`src/rtl/vcve2_dmem_arb_pkg.sv`:
```
// Shared types and width helpers for the data-memory multi-port arbiter.
package vcve2_dmem_arb_pkg;

  typedef enum logic {
    ARB_FIXED = 1'b0,
    ARB_RR    = 1'b1
  } arb_mode_e;

  localparam int PerfCntWidth = 16;

  // Index width that never collapses to zero bits, so 1- and 2-entry sizes still get a real bit.
  function automatic int clog2_min1(input int n);
    return (n <= 2) ? 1 : $clog2(n);
  endfunction

endpackage

```
`src/rtl/vcve2_id_fifo.sv`:
```
// In-order FIFO of small IDs; any depth, pointers wrap modulo Depth.
module vcve2_id_fifo
  import vcve2_dmem_arb_pkg::*;
#(
  parameter int Width = 1,
  parameter int Depth = 2
) (
  input  logic                       clk_i,
  input  logic                       rst_ni,
  input  logic                       i_push,
  input  logic [Width-1:0]           i_data,
  input  logic                       i_pop,
  output logic [Width-1:0]           o_data,
  output logic                       o_full,
  output logic                       o_empty,
  output logic [$clog2(Depth+1)-1:0] o_count
);

  localparam int PtrW = clog2_min1(Depth);
  localparam int CntW = $clog2(Depth + 1);

  logic [Width-1:0] r_mem [Depth];
  logic [PtrW-1:0]  r_rptr;
  logic [PtrW-1:0]  r_wptr;
  logic [CntW-1:0]  r_count;
  logic             w_push_ok;
  logic             w_pop_ok;

  function automatic logic [PtrW-1:0] ptr_inc(input logic [PtrW-1:0] p);
    return (p == PtrW'(Depth - 1)) ? '0 : p + 1'b1;
  endfunction

  assign o_full    = (r_count == CntW'(Depth));
  assign o_empty   = (r_count == '0);
  assign o_count   = r_count;
  assign o_data    = r_mem[r_rptr];
  // A full FIFO never accepts a push, even when a pop happens in the same cycle.
  assign w_push_ok = i_push && !o_full;
  assign w_pop_ok  = i_pop && !o_empty;

  always_ff @(posedge clk_i) begin
    if (w_push_ok) r_mem[r_wptr] <= i_data;
  end

  always_ff @(posedge clk_i or negedge rst_ni) begin
    if (!rst_ni) begin
      r_rptr  <= '0;
      r_wptr  <= '0;
      r_count <= '0;
    end else begin
      if (w_push_ok) r_wptr <= ptr_inc(r_wptr);
      if (w_pop_ok)  r_rptr <= ptr_inc(r_rptr);
      case ({w_push_ok, w_pop_ok})
        2'b10:   r_count <= r_count + 1'b1;
        2'b01:   r_count <= r_count - 1'b1;
        default: r_count <= r_count;
      endcase
    end
  end

endmodule

```
`src/rtl/vcve2_dmem_mp_arbiter.sv`:
```
// N-port OBI data-memory arbiter with in-order response steering, stall hold and bus lock.
// Define VCVE2_DMEM_ARB_PERF_EN to add per-port saturating stall counters (perf_stall_cnt_o).
module vcve2_dmem_mp_arbiter
  import vcve2_dmem_arb_pkg::*;
#(
  parameter int NumPorts       = 2,
  parameter int MaxOutstanding = 2,
  parameter bit RoundRobin     = 1'b0,
  parameter int AddrWidth      = 32,
  parameter int DataWidth      = 32
) (
  input  logic                                 clk_i,
  input  logic                                 rst_ni,
  input  logic [NumPorts-1:0]                  port_req_i,
  input  logic [NumPorts-1:0]                  port_lock_i,
  input  logic [NumPorts-1:0]                  port_we_i,
  input  logic [NumPorts*DataWidth/8-1:0]      port_be_i,
  input  logic [NumPorts*AddrWidth-1:0]        port_addr_i,
  input  logic [NumPorts*DataWidth-1:0]        port_wdata_i,
  output logic [NumPorts-1:0]                  port_gnt_o,
  output logic [NumPorts-1:0]                  port_rvalid_o,
  output logic [NumPorts-1:0]                  port_err_o,
  output logic [DataWidth-1:0]                 port_rdata_o,
  output logic                                 data_req_o,
  input  logic                                 data_gnt_i,
  output logic                                 data_we_o,
  output logic [DataWidth/8-1:0]               data_be_o,
  output logic [AddrWidth-1:0]                 data_addr_o,
  output logic [DataWidth-1:0]                 data_wdata_o,
  input  logic                                 data_rvalid_i,
  input  logic [DataWidth-1:0]                 data_rdata_i,
  input  logic                                 data_err_i,
  output logic                                 spurious_rsp_o,
  output logic [$clog2(MaxOutstanding+1)-1:0]  outstanding_o
`ifdef VCVE2_DMEM_ARB_PERF_EN
  ,
  output logic [NumPorts*PerfCntWidth-1:0]     perf_stall_cnt_o
`endif
);

  localparam int        IdW     = clog2_min1(NumPorts);
  localparam int        BeW     = DataWidth / 8;
  localparam arb_mode_e ArbMode = RoundRobin ? ARB_RR : ARB_FIXED;

  // Handshake: a transfer happens in a cycle where data_req_o && data_gnt_i; the
  // request fields must stay stable until then, so a stalled winner is held.
  logic [IdW-1:0] r_rr_ptr;
  logic [IdW-1:0] r_stall_owner;
  logic           r_stall_valid;
  logic [IdW-1:0] r_lock_owner;
  logic           r_lock_valid;
  logic           r_spurious;

  logic [IdW-1:0] w_arb_idx;
  logic           w_arb_found;
  logic           w_stall_hold;
  logic [IdW-1:0] w_win;
  logic           w_win_req;
  logic           w_hs;
  logic [IdW-1:0] w_rr_next;
  logic           w_fifo_full;
  logic           w_fifo_empty;
  logic           w_pop;
  logic [IdW-1:0] w_head;

  always_comb begin
    int idx;
    w_arb_found = 1'b0;
    w_arb_idx   = '0;
    for (int i = 0; i < NumPorts; i++) begin
      idx = (ArbMode == ARB_RR) ? (int'(r_rr_ptr) + i) % NumPorts : i;
      if (!w_arb_found && port_req_i[idx]) begin
        w_arb_found = 1'b1;
        w_arb_idx   = IdW'(idx);
      end
    end
  end

  // The stalled owner keeps precedence only while it still asks for the bus.
  assign w_stall_hold = r_stall_valid && port_req_i[r_stall_owner];

  always_comb begin
    if (r_lock_valid)      w_win = r_lock_owner;
    else if (w_stall_hold) w_win = r_stall_owner;
    else                   w_win = w_arb_idx;
  end

  assign w_win_req    = port_req_i[w_win];
  assign data_req_o   = w_win_req && !w_fifo_full;
  assign w_hs         = data_req_o && data_gnt_i;
  assign w_rr_next    = (w_win == IdW'(NumPorts - 1)) ? '0 : w_win + 1'b1;
  assign w_pop        = data_rvalid_i && !w_fifo_empty;

  assign data_we_o    = port_we_i[w_win];
  assign data_be_o    = port_be_i[w_win*BeW +: BeW];
  assign data_addr_o  = port_addr_i[w_win*AddrWidth +: AddrWidth];
  assign data_wdata_o = port_wdata_i[w_win*DataWidth +: DataWidth];
  assign port_rdata_o = data_rdata_i;
  assign spurious_rsp_o = r_spurious;

  always_comb begin
    port_gnt_o    = '0;
    port_rvalid_o = '0;
    port_err_o    = '0;
    if (w_hs) port_gnt_o[w_win] = 1'b1;
    if (w_pop) begin
      port_rvalid_o[w_head] = 1'b1;
      port_err_o[w_head]    = data_err_i;
    end
  end

  always_ff @(posedge clk_i or negedge rst_ni) begin
    if (!rst_ni) begin
      r_rr_ptr      <= '0;
      r_stall_owner <= '0;
      r_stall_valid <= 1'b0;
      r_lock_owner  <= '0;
      r_lock_valid  <= 1'b0;
      r_spurious    <= 1'b0;
    end else begin
      if (w_hs) begin
        r_stall_valid <= 1'b0;
        if (!(r_lock_valid || port_lock_i[w_win])) r_rr_ptr <= w_rr_next;
      end else if (w_win_req) begin
        r_stall_valid <= 1'b1;
        r_stall_owner <= w_win;
      end else begin
        r_stall_valid <= 1'b0;
      end

      if (r_lock_valid) begin
        if (!port_lock_i[r_lock_owner]) r_lock_valid <= 1'b0;
      end else if (w_hs && port_lock_i[w_win]) begin
        r_lock_valid <= 1'b1;
        r_lock_owner <= w_win;
      end

      if (data_rvalid_i && w_fifo_empty) r_spurious <= 1'b1;
    end
  end

  vcve2_id_fifo #(
    .Width (IdW),
    .Depth (MaxOutstanding)
  ) u_id_fifo (
    .clk_i   (clk_i),
    .rst_ni  (rst_ni),
    .i_push  (w_hs),
    .i_data  (w_win),
    .i_pop   (w_pop),
    .o_data  (w_head),
    .o_full  (w_fifo_full),
    .o_empty (w_fifo_empty),
    .o_count (outstanding_o)
  );

`ifdef VCVE2_DMEM_ARB_PERF_EN
  for (genvar k = 0; k < NumPorts; k++) begin : g_perf
    logic [PerfCntWidth-1:0] r_cnt;
    always_ff @(posedge clk_i or negedge rst_ni) begin
      if (!rst_ni) r_cnt <= '0;
      else if (port_req_i[k] && !port_gnt_o[k] && (r_cnt != '1)) r_cnt <= r_cnt + 1'b1;
    end
    assign perf_stall_cnt_o[k*PerfCntWidth +: PerfCntWidth] = r_cnt;
  end
`endif

endmodule
```
`config.mk`:
```
export PLATFORM = sky130hd
export DESIGN_NAME = vcve2_dmem_mp_arbiter
export DESIGN_NICKNAME = d
export VERILOG_FILES = /design/src/rtl/vcve2_dmem_arb_pkg.sv /design/src/rtl/vcve2_id_fifo.sv /design/src/rtl/vcve2_dmem_mp_arbiter.sv
export SDC_FILE = /design/constraint.sdc
export NUM_CORES = 1
export LEC_CHECK = 0
export CORE_AREA = 2 2 113 115
export DETAILED_ROUTE_END_ITERATION = 8
export DIE_AREA = 0 0 115 117
export REMOVE_ABC_BUFFERS = 1
export SYNTH_ARGS = -nofsm -noshare
export SYNTH_HDL_FRONTEND = slang
export SYNTH_SLANG_ARGS = --single-unit
```
`constraint.sdc`:
```
create_clock -name clk_i -period 2.3 [get_ports clk_i]
set_input_delay 0.345 -clock clk_i [delete_from_list [all_inputs] [get_ports clk_i]]
set_output_delay 0.345 -clock clk_i [all_outputs]
set_load 0.005 [all_outputs]
```
* Yosys cells after proc, flatten, opt, wreduce, memory -nomap -nowiden
Memories as Yosys holds them, arrays and structs flattened. Cells that the tools add are included. Widths: inputs -> output; s select.
Storage, ports and cells: memories kept 1, word-level logic and storage cells 77, bits of input ports 179, bits in registers 9, bits in writable memories 2, output and inout port bits 111
Memories:
- u_id_fifo.r_mem | depth 2, width 1, read ports 1, clocked after Yosys merged registers in 0, wr ports 1, RTL line vcve2_id_fifo.sv:22 | logic [Width-1:0] r_mem [Depth];
Operators by class: $lt $le $gt $ge 6, equality and inequality tests 3, shifts and indexed selects 3, add/sub/neg operators 4, mux-type cells 31, bitwise gates (word level) 3, reductions and logical operators 18
Operators with widths (number):
- $shiftx 64x7->32 | 2
- $mux 1 | 25
- $logic_and 1x1->1 | 11
- $lt 1x2->1 const B | 4
- $shiftx 8x4->4 | 1
- $mux 2 | 3
- $eq 2x2->1 const B | 2
- $pmux 2 s2 | 1
- $reduce_and 2->1 | 2
- $logic_not 1->1 | 3
- $add 1x1->1 const B | 2
- $add 2x1->2 const B | 1
- $and 2x2->2 | 1
- $demux 1 s1 | 2
- $eq 2x1->1 const B | 1
- $ge 1x1->1 const B | 2
- $logic_not 2->1 | 1
- $not 1->1 | 2
- $reduce_bool 2->1 | 1
- $sub 2x1->2 const B | 1

* Depth between registers and ports, before layout
Gate-level depths: netlist of the first run.
word-level depth 13, gate-level depth with buffers 8, mapped depth without buffers 7

* Hierarchy
Synthesis of the first run repeated with hierarchy kept, for this count alone.
Second synthesis, totals: cell total of the unflattened synthesis 166, area, all modules 1689.1 µm²
Modules (own cells, without submodules):
- vcve2_dmem_mp_arbiter | area each 1421.4 µm², cells each 145, instances 1, seq. area each 125.1 µm²
- vcve2_id_fifo | area each 267.8 µm², cells each 21, instances 1, seq. area each 160.2 µm²

* Least setup slack after synthesis of the first run
Ideal clock, no wire load.
path type register to register, start point reg r_lock_owner, end point reg u_id_fifo.r_count[1] (netlist: u_id_fifo.o_count[1]), data required time 2221 ps, cell stages (with the launch flop) 8, path buffers 1, setup time 79 ps, slack 470 ps, period minus slack after synthesis 1830 ps, data arrival time 1750 ps, path through dfrtp_1 -> mux2i_1 -> and2_4 -> or3b_1 -> buf_6 -> ha_1 -> nor2_1 -> xor2_1
Between the ends: cells in the longest elaborated chain, start to end 8, elaborated cells on any way between the ends 10, those cells by class eq/ne (2); mux (4); reduce/logical (4)
Ends and longest elaborated chain:
- start: declaration | RTL line vcve2_dmem_mp_arbiter.sv:50 | logic [IdW-1:0] r_lock_owner;
- start signal: assignment | RTL line vcve2_dmem_mp_arbiter.sv:135 | r_lock_owner <= w_win;
- $mux 1 * | RTL line vcve2_dmem_mp_arbiter.sv:83 | if (r_lock_valid) w_win = r_lock_owner;
- $mux 1 (implied by the code) * (2 in a row) | RTL line vcve2_dmem_mp_arbiter.sv:88 | assign w_win_req = port_req_i[w_win];
- $logic_and 1x1->1 * | RTL line vcve2_dmem_mp_arbiter.sv:89 | assign data_req_o = w_win_req && !w_fifo_full;
- $logic_and 1x1->1 * | RTL line vcve2_dmem_mp_arbiter.sv:90 | assign w_hs = data_req_o && data_gnt_i;
- $logic_and 1x1->1 * | RTL line vcve2_id_fifo.sv:38 | assign w_push_ok = i_push && !o_full;
- $eq 2x1->1 or $eq 2x2->1 (tied branches) | RTL line vcve2_id_fifo.sv:53 | case ({w_push_ok, w_pop_ok})
- $pmux 2 s2 or $reduce_bool 2->1 (tied branches)
- end signal: assignment | RTL line vcve2_id_fifo.sv:54 | 2'b10: r_count <= r_count + 1'b1;
- end signal: assignment | RTL line vcve2_id_fifo.sv:55 | 2'b01: r_count <= r_count - 1'b1;
- end signal: assignment | RTL line vcve2_id_fifo.sv:56 | default: r_count <= r_count;
- end: declaration | RTL line vcve2_id_fifo.sv:25 | logic [CntW-1:0] r_count;
Every way passes the cells marked *; elsewhere a longest branch is shown, timed or not. The select of a mux whose other input is x is not followed. A chain may end at the register's enable or synchronous reset.

* Final worst setup path of the first run
start point in port_req_i[0], end point out data_addr_o[14]
Between the ends: cells in the longest elaborated chain, start to end 7, elaborated cells on any way between the ends 10, those cells by class shift (1); mux (6); reduce/logical (3)
Ends and longest elaborated chain:
- start: declaration | RTL line vcve2_dmem_mp_arbiter.sv:14 | input logic [NumPorts-1:0] port_req_i,
- $mux 1 | RTL line vcve2_dmem_mp_arbiter.sv:72 | if (!w_arb_found && port_req_i[idx]) begin
- $logic_not 1->1 | RTL line vcve2_dmem_mp_arbiter.sv:72
- $logic_and 1x1->1 | RTL line vcve2_dmem_mp_arbiter.sv:72
- $mux 1 | RTL line vcve2_dmem_mp_arbiter.sv:72
- $mux 1 * | RTL line vcve2_dmem_mp_arbiter.sv:84 | else if (w_stall_hold) w_win = r_stall_owner;
- $mux 1 * | RTL line vcve2_dmem_mp_arbiter.sv:83
- $shiftx 64x7->32 * | RTL line vcve2_dmem_mp_arbiter.sv:96 | assign data_addr_o = port_addr_i[w_win*AddrWidth +: AddrWidth];
- end: declaration | RTL line vcve2_dmem_mp_arbiter.sv:28 | output logic [AddrWidth-1:0] data_addr_o,
Marked as above.

==> results of run 1 <==
-- metal layers --
layer  track usage, %  wire (um)
met1            18.51       4453
met4            1.446         17
met3            14.93       2530
met2            28.90       5609
met5            5.185        106
-- timing repair --
action / in CTS / in global routing
setup buffers: 20 / 0
setup endpoints to repair: 73 / 70
cloned: 5 / 2
resized for setup: 212 / 26
pin swaps: 2 / 1
-- synth_stat cells (2+ instances only) --
master | count | area (um^2)
mux2i_1 | 2 | 20.02
dfrtp_1 | 9 | 225.2
mux2_2 | 5 | 56.30
xnor2_1 | 3 | 26.28
nor2b_1 | 3 | 18.77
edfxtp_1 | 2 | 60.06
nor3_1 | 2 | 10.01
nor2_1 | 8 | 30.03
nand2_1 | 6 | 22.52
inv_1 | 2 | 7.510
buf_4 | 39 | 292.8
mux2_1 | 66 | 743.2
-- stage by stage --
step | TNS [ns] | setup WS [ns] | std cells | utilization (%)
after floorplan | -22.00 | -0.3499 | 124 | -
after global placement | -26.72 | -0.4528 | 509 | 31.71
after detailed placement | -25.86 | -0.4375 | 509 | 31.71
after CTS | -0.2022 | -0.04727 | 538 | 34.95
after global routing | -0.1216 | -0.02191 | 538 | 34.80
final | 0 | 0.03032 | 540 | 34.84
-- critical path: stages --
cell and delay [ns]:
dlygate4sd2_1 0.23, a21bo_1 0.18, nand2_2 0.07, o21ai_4 0.19, buf_6 0.14, buf_12 0.13
buf_6 0.12, mux2_4 0.29, clkdlybuf4s15_2 0.21
-- cells by family after synthesis --
logic type               count (synthesis)  synth area share (%)
AO/OA/AOI/OAI                            7                 3.601
XOR/XNOR                                 5                 3.076
adder cells (fa/ha/maj)                  1                0.7501
buffers and inverters                   42                 18.68
flip-flops                              11                 17.10
multiplexers                            73                 49.14
AND/OR/NAND/NOR                         25                 7.652
-- cell type report --
type	instances	share of cell area (%)
Tap cell	150	4.376
Timing Repair Buffer	260	59.83
Clock buffer	4	1.838
Multi-Input combinational cell	111	27.01
Antenna cell	2	0.1167
Sequential cell	11	6.651
Inverter	2	0.1750
-- sequential cells by signal (all words and copies together) (netlist names) --
name	count
r_stall_owner	1
r_stall_valid	1
u_id_fifo.o_count	2
r_lock_valid	1
u_id_fifo.r_wptr	1
spurious_rsp_o	1
u_id_fifo.r_mem	2
u_id_fifo.r_rptr	1
r_lock_owner	1
-- report_power, final --
part	internal [mW]	switching, mW
logic	1.79	1.02
clock network	0.232	0.0796
registers	0.283	0.0652
total	2.31	1.17
-- worst max-delay path by stage --
stage                     cells after the start                to           from  slack [ns]
after CTS                                     9  data_wdata_o[27]  port_req_i[0]       -0.05
after detailed placement                      7  data_wdata_o[15]  port_req_i[0]       -0.44
after floorplan                               4   data_addr_o[16]  port_req_i[0]       -0.35
after global placement                        7  data_wdata_o[15]  port_req_i[0]       -0.45
final                                         9   data_addr_o[14]  port_req_i[0]        0.03
after global routing                          9   data_addr_o[14]  port_req_i[0]       -0.02
==> flow_summary_export.csv, run 1 <==
group,metric,value,unit
synth,yosysUniqueCellTypes,29,
synth,avgSynthCellArea,10.17,um^2
finish,final_common_cell,"clkdlybuf4s50_1",
worst_setup_path,rr_startpoint,"r_lock_owner",
detailed_routing,vias,2201,
synth,synth_edf_count,2,
clocking,clkTransAtPathRegs,0.04,ns
clocking,ctsLongestPathBuffers,2,
sta,slew_headroom,55.93,%
worst_setup_path,reg2reg_to,"u_id_fifo.o_count[1]",
detailed_routing,vias_per_cell,4.076,
global_route,overflow,0,
worst_hold_path,hold_path_class,"primary input to asynchronous set/reset pin",
detailed_routing,postRouteAntennaNets,0,
sta,timing.fmax,440.6,MHz
worst_setup_path,cp_max_fo,10,
clocking,postCtsHoldBufs,0,
sta,period_needed,2.270,ns
sta,fin_crit_sh,98.68,%
die,placementRows,41,
synth,seq_area_frac_synth,17.10,%
die,die_h,117,um
clocking,insertion_delay,0.23,ns
finish,final_cell_area,0.004289,mm^2
clocking,cts_tree,"built",
clocking,numCtsBuffers,3,
worst_setup_path,r2r_slack,0.29,ns
synth,ys.flop_type,"dfrtp_1",
worst_setup_path,worst-r2r-cell-count,7,
pwr,finalPower,3.474,mW
placed_design,port_buffers,225,
finish,final_nets,569,
flow_run,maxCapViolCount,0,
finish,areaGrowthSynthToFinish,157.2,%
placed_design,hpwl,10300,um
detailed_routing,drc,0,
detailed_routing,finalWirelength,12720,um
detailed_routing,wire_per_inst,23.55,um
clocking,htree_num_levels,1,
sta,rsz0062_at_grt,"yes",
global_route,track_usage,17.94,%
synth,async_reset_ff_share,81.82,%
sta,holdWs,0.4248,ns
worst_setup_path,critPathArrivalTime,1.92,ns
finish,multi_input_area,0.001159,mm^2
die,start_util,13.55,%
clocking,clock-sinks,11,
synth,yosysWarnings,0,
die,core,0.01231,mm^2
sta,drv_slew,0,
die,dieArea,0.01346,mm^2
sta,hold_viol,0,
finish,regArea,285.3,um^2
sta,fin_worst_skew,0.0005257,ns
placed_design,place_congestion,0.7991,
finish,drive_gt1_share,27.58,%
detailed_routing,dr.pass1.iters,4,
global_route,grt_start_max_net_pins,11,
sta,setup_viol_count_final,0,
pwr,power_density,810.0,mW/mm^2
worst_setup_path,startpoint_type,"primary input",
pwr,ir_drop,0.2892,mV
run_status,status,"finished clean",
finish,fillers,1279,
die,ios,290,
synth,ys_seq_elements,11,
finish,layout_common_cells,"clkdlybuf4s50_1, mux2_1, clkdlybuf4s15_1",
global_route,antenna_found_initial,3,
placed_design,placed_cell_area,0.003904,mm^2
synth,synthesis.area,0.001668,mm^2
worst_setup_path,critPathKind,"primary input to output pin",
worst_setup_path,cp-end-kind,"output pin",
sta,worst_slew_pin_slew,0.6519,ns
global_route,grt_pass1_wl,16570,um
die,die_w,115,um
global_route,grt_pass1_vias,2371,
worst_setup_path,worst-endpoint-required,1.96,ns
detailed_routing,drtIter0Drc,32,
pwr,cellLeakagePower,1.818,nW
synth,syn_inst,164,
clocking,clock-root-buffer,"clkbuf_16",
Note: power is estimated with default switching activity, not from simulation.
==> inputs of run 2 (changes only) <==
--- a/config.mk
+++ b/config.mk
@@ -8,6 +8,7 @@
 export CORE_AREA = 2 2 113 115
 export DETAILED_ROUTE_END_ITERATION = 8
 export DIE_AREA = 0 0 115 117
+export PLACE_DENSITY = 0.62
 export REMOVE_ABC_BUFFERS = 1
 export SYNTH_ARGS = -nofsm -noshare
 export SYNTH_HDL_FRONTEND = slang
==> run 2 against run 1 <==
The run now ends with setup timing left. Highest routed layer unchanged. Global-route usage decreased by 2.1 points. Sequential share of layout area decreased by 0.19 points. First-iteration DRC count increased by 110%. Utilization increased by 1.0 points. Worst hold slack got worse by 0.016 ns. Fmax decreased by 2.9%. Clock skew about the same.
==> flow_summary_export.csv, run 2 (synthesis results as in run 1) <==
group,metric,value,unit
worst_setup_path,critical-path-max-stage-delay,0.36,ns
pwr,pwr-share-seq,10.1,%
die,die_w,115,um
finish,regArea,285.3,um^2
detailed_routing,finalWirelength,11390,um
sta,fin_worst_skew,0.0004418,ns
sta,period_needed,2.338,ns
worst_hold_path,hold_path_class,"primary input to asynchronous set/reset pin",
sta,timing.fmax,427.6,MHz
run_status,status,"finished with violations",
global_route,overflow,0,
detailed_routing,vias_per_cell,4.100,
clocking,clock-sinks,11,
die,die_h,117,um
placed_design,port_buffers,225,
sta,fin_crit_sh,101.7,%
worst_setup_path,cpMostUsedCell,"buf_12",
clocking,cts_tree,"built",
clocking,ctsLongestPathBuffers,2,
die,ios,290,
pwr,ir_drop,0.3095,mV
sta,slew_headroom,53.18,%
flow_run,maxCapViolCount,0,
die,dieArea,0.01346,mm^2
global_route,grt_start_max_net_pins,12,
global_route,track_usage,15.86,%
placed_design,hpwl,8853,um
finish,final_common_cell,"clkdlybuf4s50_1",
pwr,p_sw_share,32.70,%
sta,drv_slew,0,
worst_setup_path,critPathArrivalTime,1.99,ns
sta,setup_viol_count_final,3,
worst_setup_path,slowest_stage,"dfrtp_1",
worst_setup_path,cp-end-kind,"output pin",
clocking,clkTransAtPathRegs,0.04,ns
detailed_routing,wire_per_inst,21.18,um
global_route,grt_pass1_wl,15160,um
clocking,htree_num_levels,1,
pwr,clkPwrFrac,8.4,%
detailed_routing,postRouteAntennaNets,0,
pwr,power_density,841.6,mW/mm^2
run_status,violations,"setup timing",
sta,worst_slew_pin_slew,0.6926,ns
worst_setup_path,worst-endpoint-required,1.96,ns
pwr,cellLeakagePower,1.876,nW
finish,multi_input_area,0.001171,mm^2
placed_design,pre_cts_slack,-0.4659,ns
worst_setup_path,cp_max_fo,7,
finish,final_nets,568,
sta,rsz0062_at_grt,"yes",
clocking,clock-root-buffer,"clkbuf_16",
global_route,antenna_found_initial,5,
worst_setup_path,startpoint_type,"flop",
clocking,numCtsBuffers,3,
finish,areaGrowthSynthToFinish,164.7,%
global_route,grt_pass1_vias,2354,
finish,drive_gt1_share,30.49,%
die,placementRows,41,
die,start_util,13.55,%
pwr,p_sw,1.215,mW
pwr,combPwrFrac,81.5,%
clocking,insertion_delay,0.23,ns
sta,hold_viol,0,
detailed_routing,drc,0,
detailed_routing,vias,2206,
finish,layout_common_cells,"clkdlybuf4s50_1, mux2_1, mux2_4",
worst_setup_path,crit_chain,"a21bo_1, nand2_2, o21ai_4, buf_12, buf_12, buf_12, buf_12, buf_6, mux2_4, buf_6",
detailed_routing,dr.pass1.iters,5,
sta,setup_slack,-0.03840,ns
die,core,0.01231,mm^2
finish,fillers,1249,
finish,post-route-util,35.86,%
pwr,internal_power,2.501,mW
worst_setup_path,critPathKind,"flop to output pin",
detailed_routing,drtIter0Drc,67,
placed_design,place_congestion,0.7705,
run 2: cell types whose count changed in the layout (fill, tap and decap cells not counted), moves of 3 or more:
cell / change
buf_6: +13
buf_2: -9
dlygate4sd2_1: -4
buf_12: +5
mux2_4: +3
clkdlybuf4s15_1: -6
run 2: layout make-up:
class,count,share of cell area [%]
Sequential cell,11,6.461
Timing Repair Buffer,259,60.75
Inverter,2,0.1700
Multi-Input combinational cell,111,26.52
Tap cell,150,4.251
Clock buffer,4,1.785
Antenna cell,1,0.05667
run 2: power by group through the flow:
stage                     Combinational [mW]  Clock (mW)  Sequential (mW)
after floorplan                        0.865           0            0.355
after global placement                  2.19           0            0.367
after detailed placement                2.20           0            0.372
after CTS                               3.03       0.317            0.370
after global routing                    3.25       0.330            0.386
final                                   3.03       0.312            0.375
run 2: path summary, 6_finish.rpt:
check / endpoint / slack, ns / from / depth (start not counted)
setup / recovery: data_be_o[2] / -0.04 / r_stall_valid / 10
hold / removal: r_lock_owner / 0.41 / rst_ni / 1
setup reg to reg: u_id_fifo.o_count[1] / 0.20 / u_id_fifo.o_count[1] / 7
hold reg to reg: spurious_rsp_o / 0.45 / spurious_rsp_o / 1
max in group asynchronous: r_lock_valid / 1.61 / rst_ni / 1
min in group clk_i: spurious_rsp_o / 0.45 / spurious_rsp_o / 1
run 2: critical path: cells and delay by family, from the launching register on:
| kind | cells | cell delay, ns |
|---|---|---|
| buf+inv | 6 | 0.74 |
| flops | 1 | 0.36 |
| mux | 1 | 0.29 |
| compound gates | 2 | 0.27 |
| simple gates | 1 | 0.09 |
run 2: repair_timing:
item	4_1_cts	5_1_grt
buffers inserted	18	4
pin swaps	1	2
hold endpoints to repair	0	0
gates cloned	7	1
hold buffers	0	0
endpoints found under the setup margin	74	59
resized for setup	239	39
run 2: stage by stage:
stage	hold WS, ns	instances	setup TNS (ns)	instance area [um^2]	power (mW)
floorplan	0.04941	124	-22.00	1364	1.220
global placement	0.4395	507	-28.22	3901	2.561
detailed placement	0.4548	507	-26.56	3901	2.571
CTS	0.4226	536	-1.225	4388	3.722
global route	0.4468	537	-0.7199	4413	3.967
finish	0.4087	538	-0.1114	4415	3.716
run 2: routing by layer:
metal | wire, um | part of all wire [%] | GRT usage [%] | up-vias
met4 | 4 | 0.035 | 0.5622 | 6
met5 | 111 | 0.97 | 4.444 | -
li1 | - | - | - | 996
met2 | 4596 | 40 | 21.84 | 185
met1 | 5037 | 44 | 21.60 | 1011
met3 | 1643 | 14 | 9.938 | 8
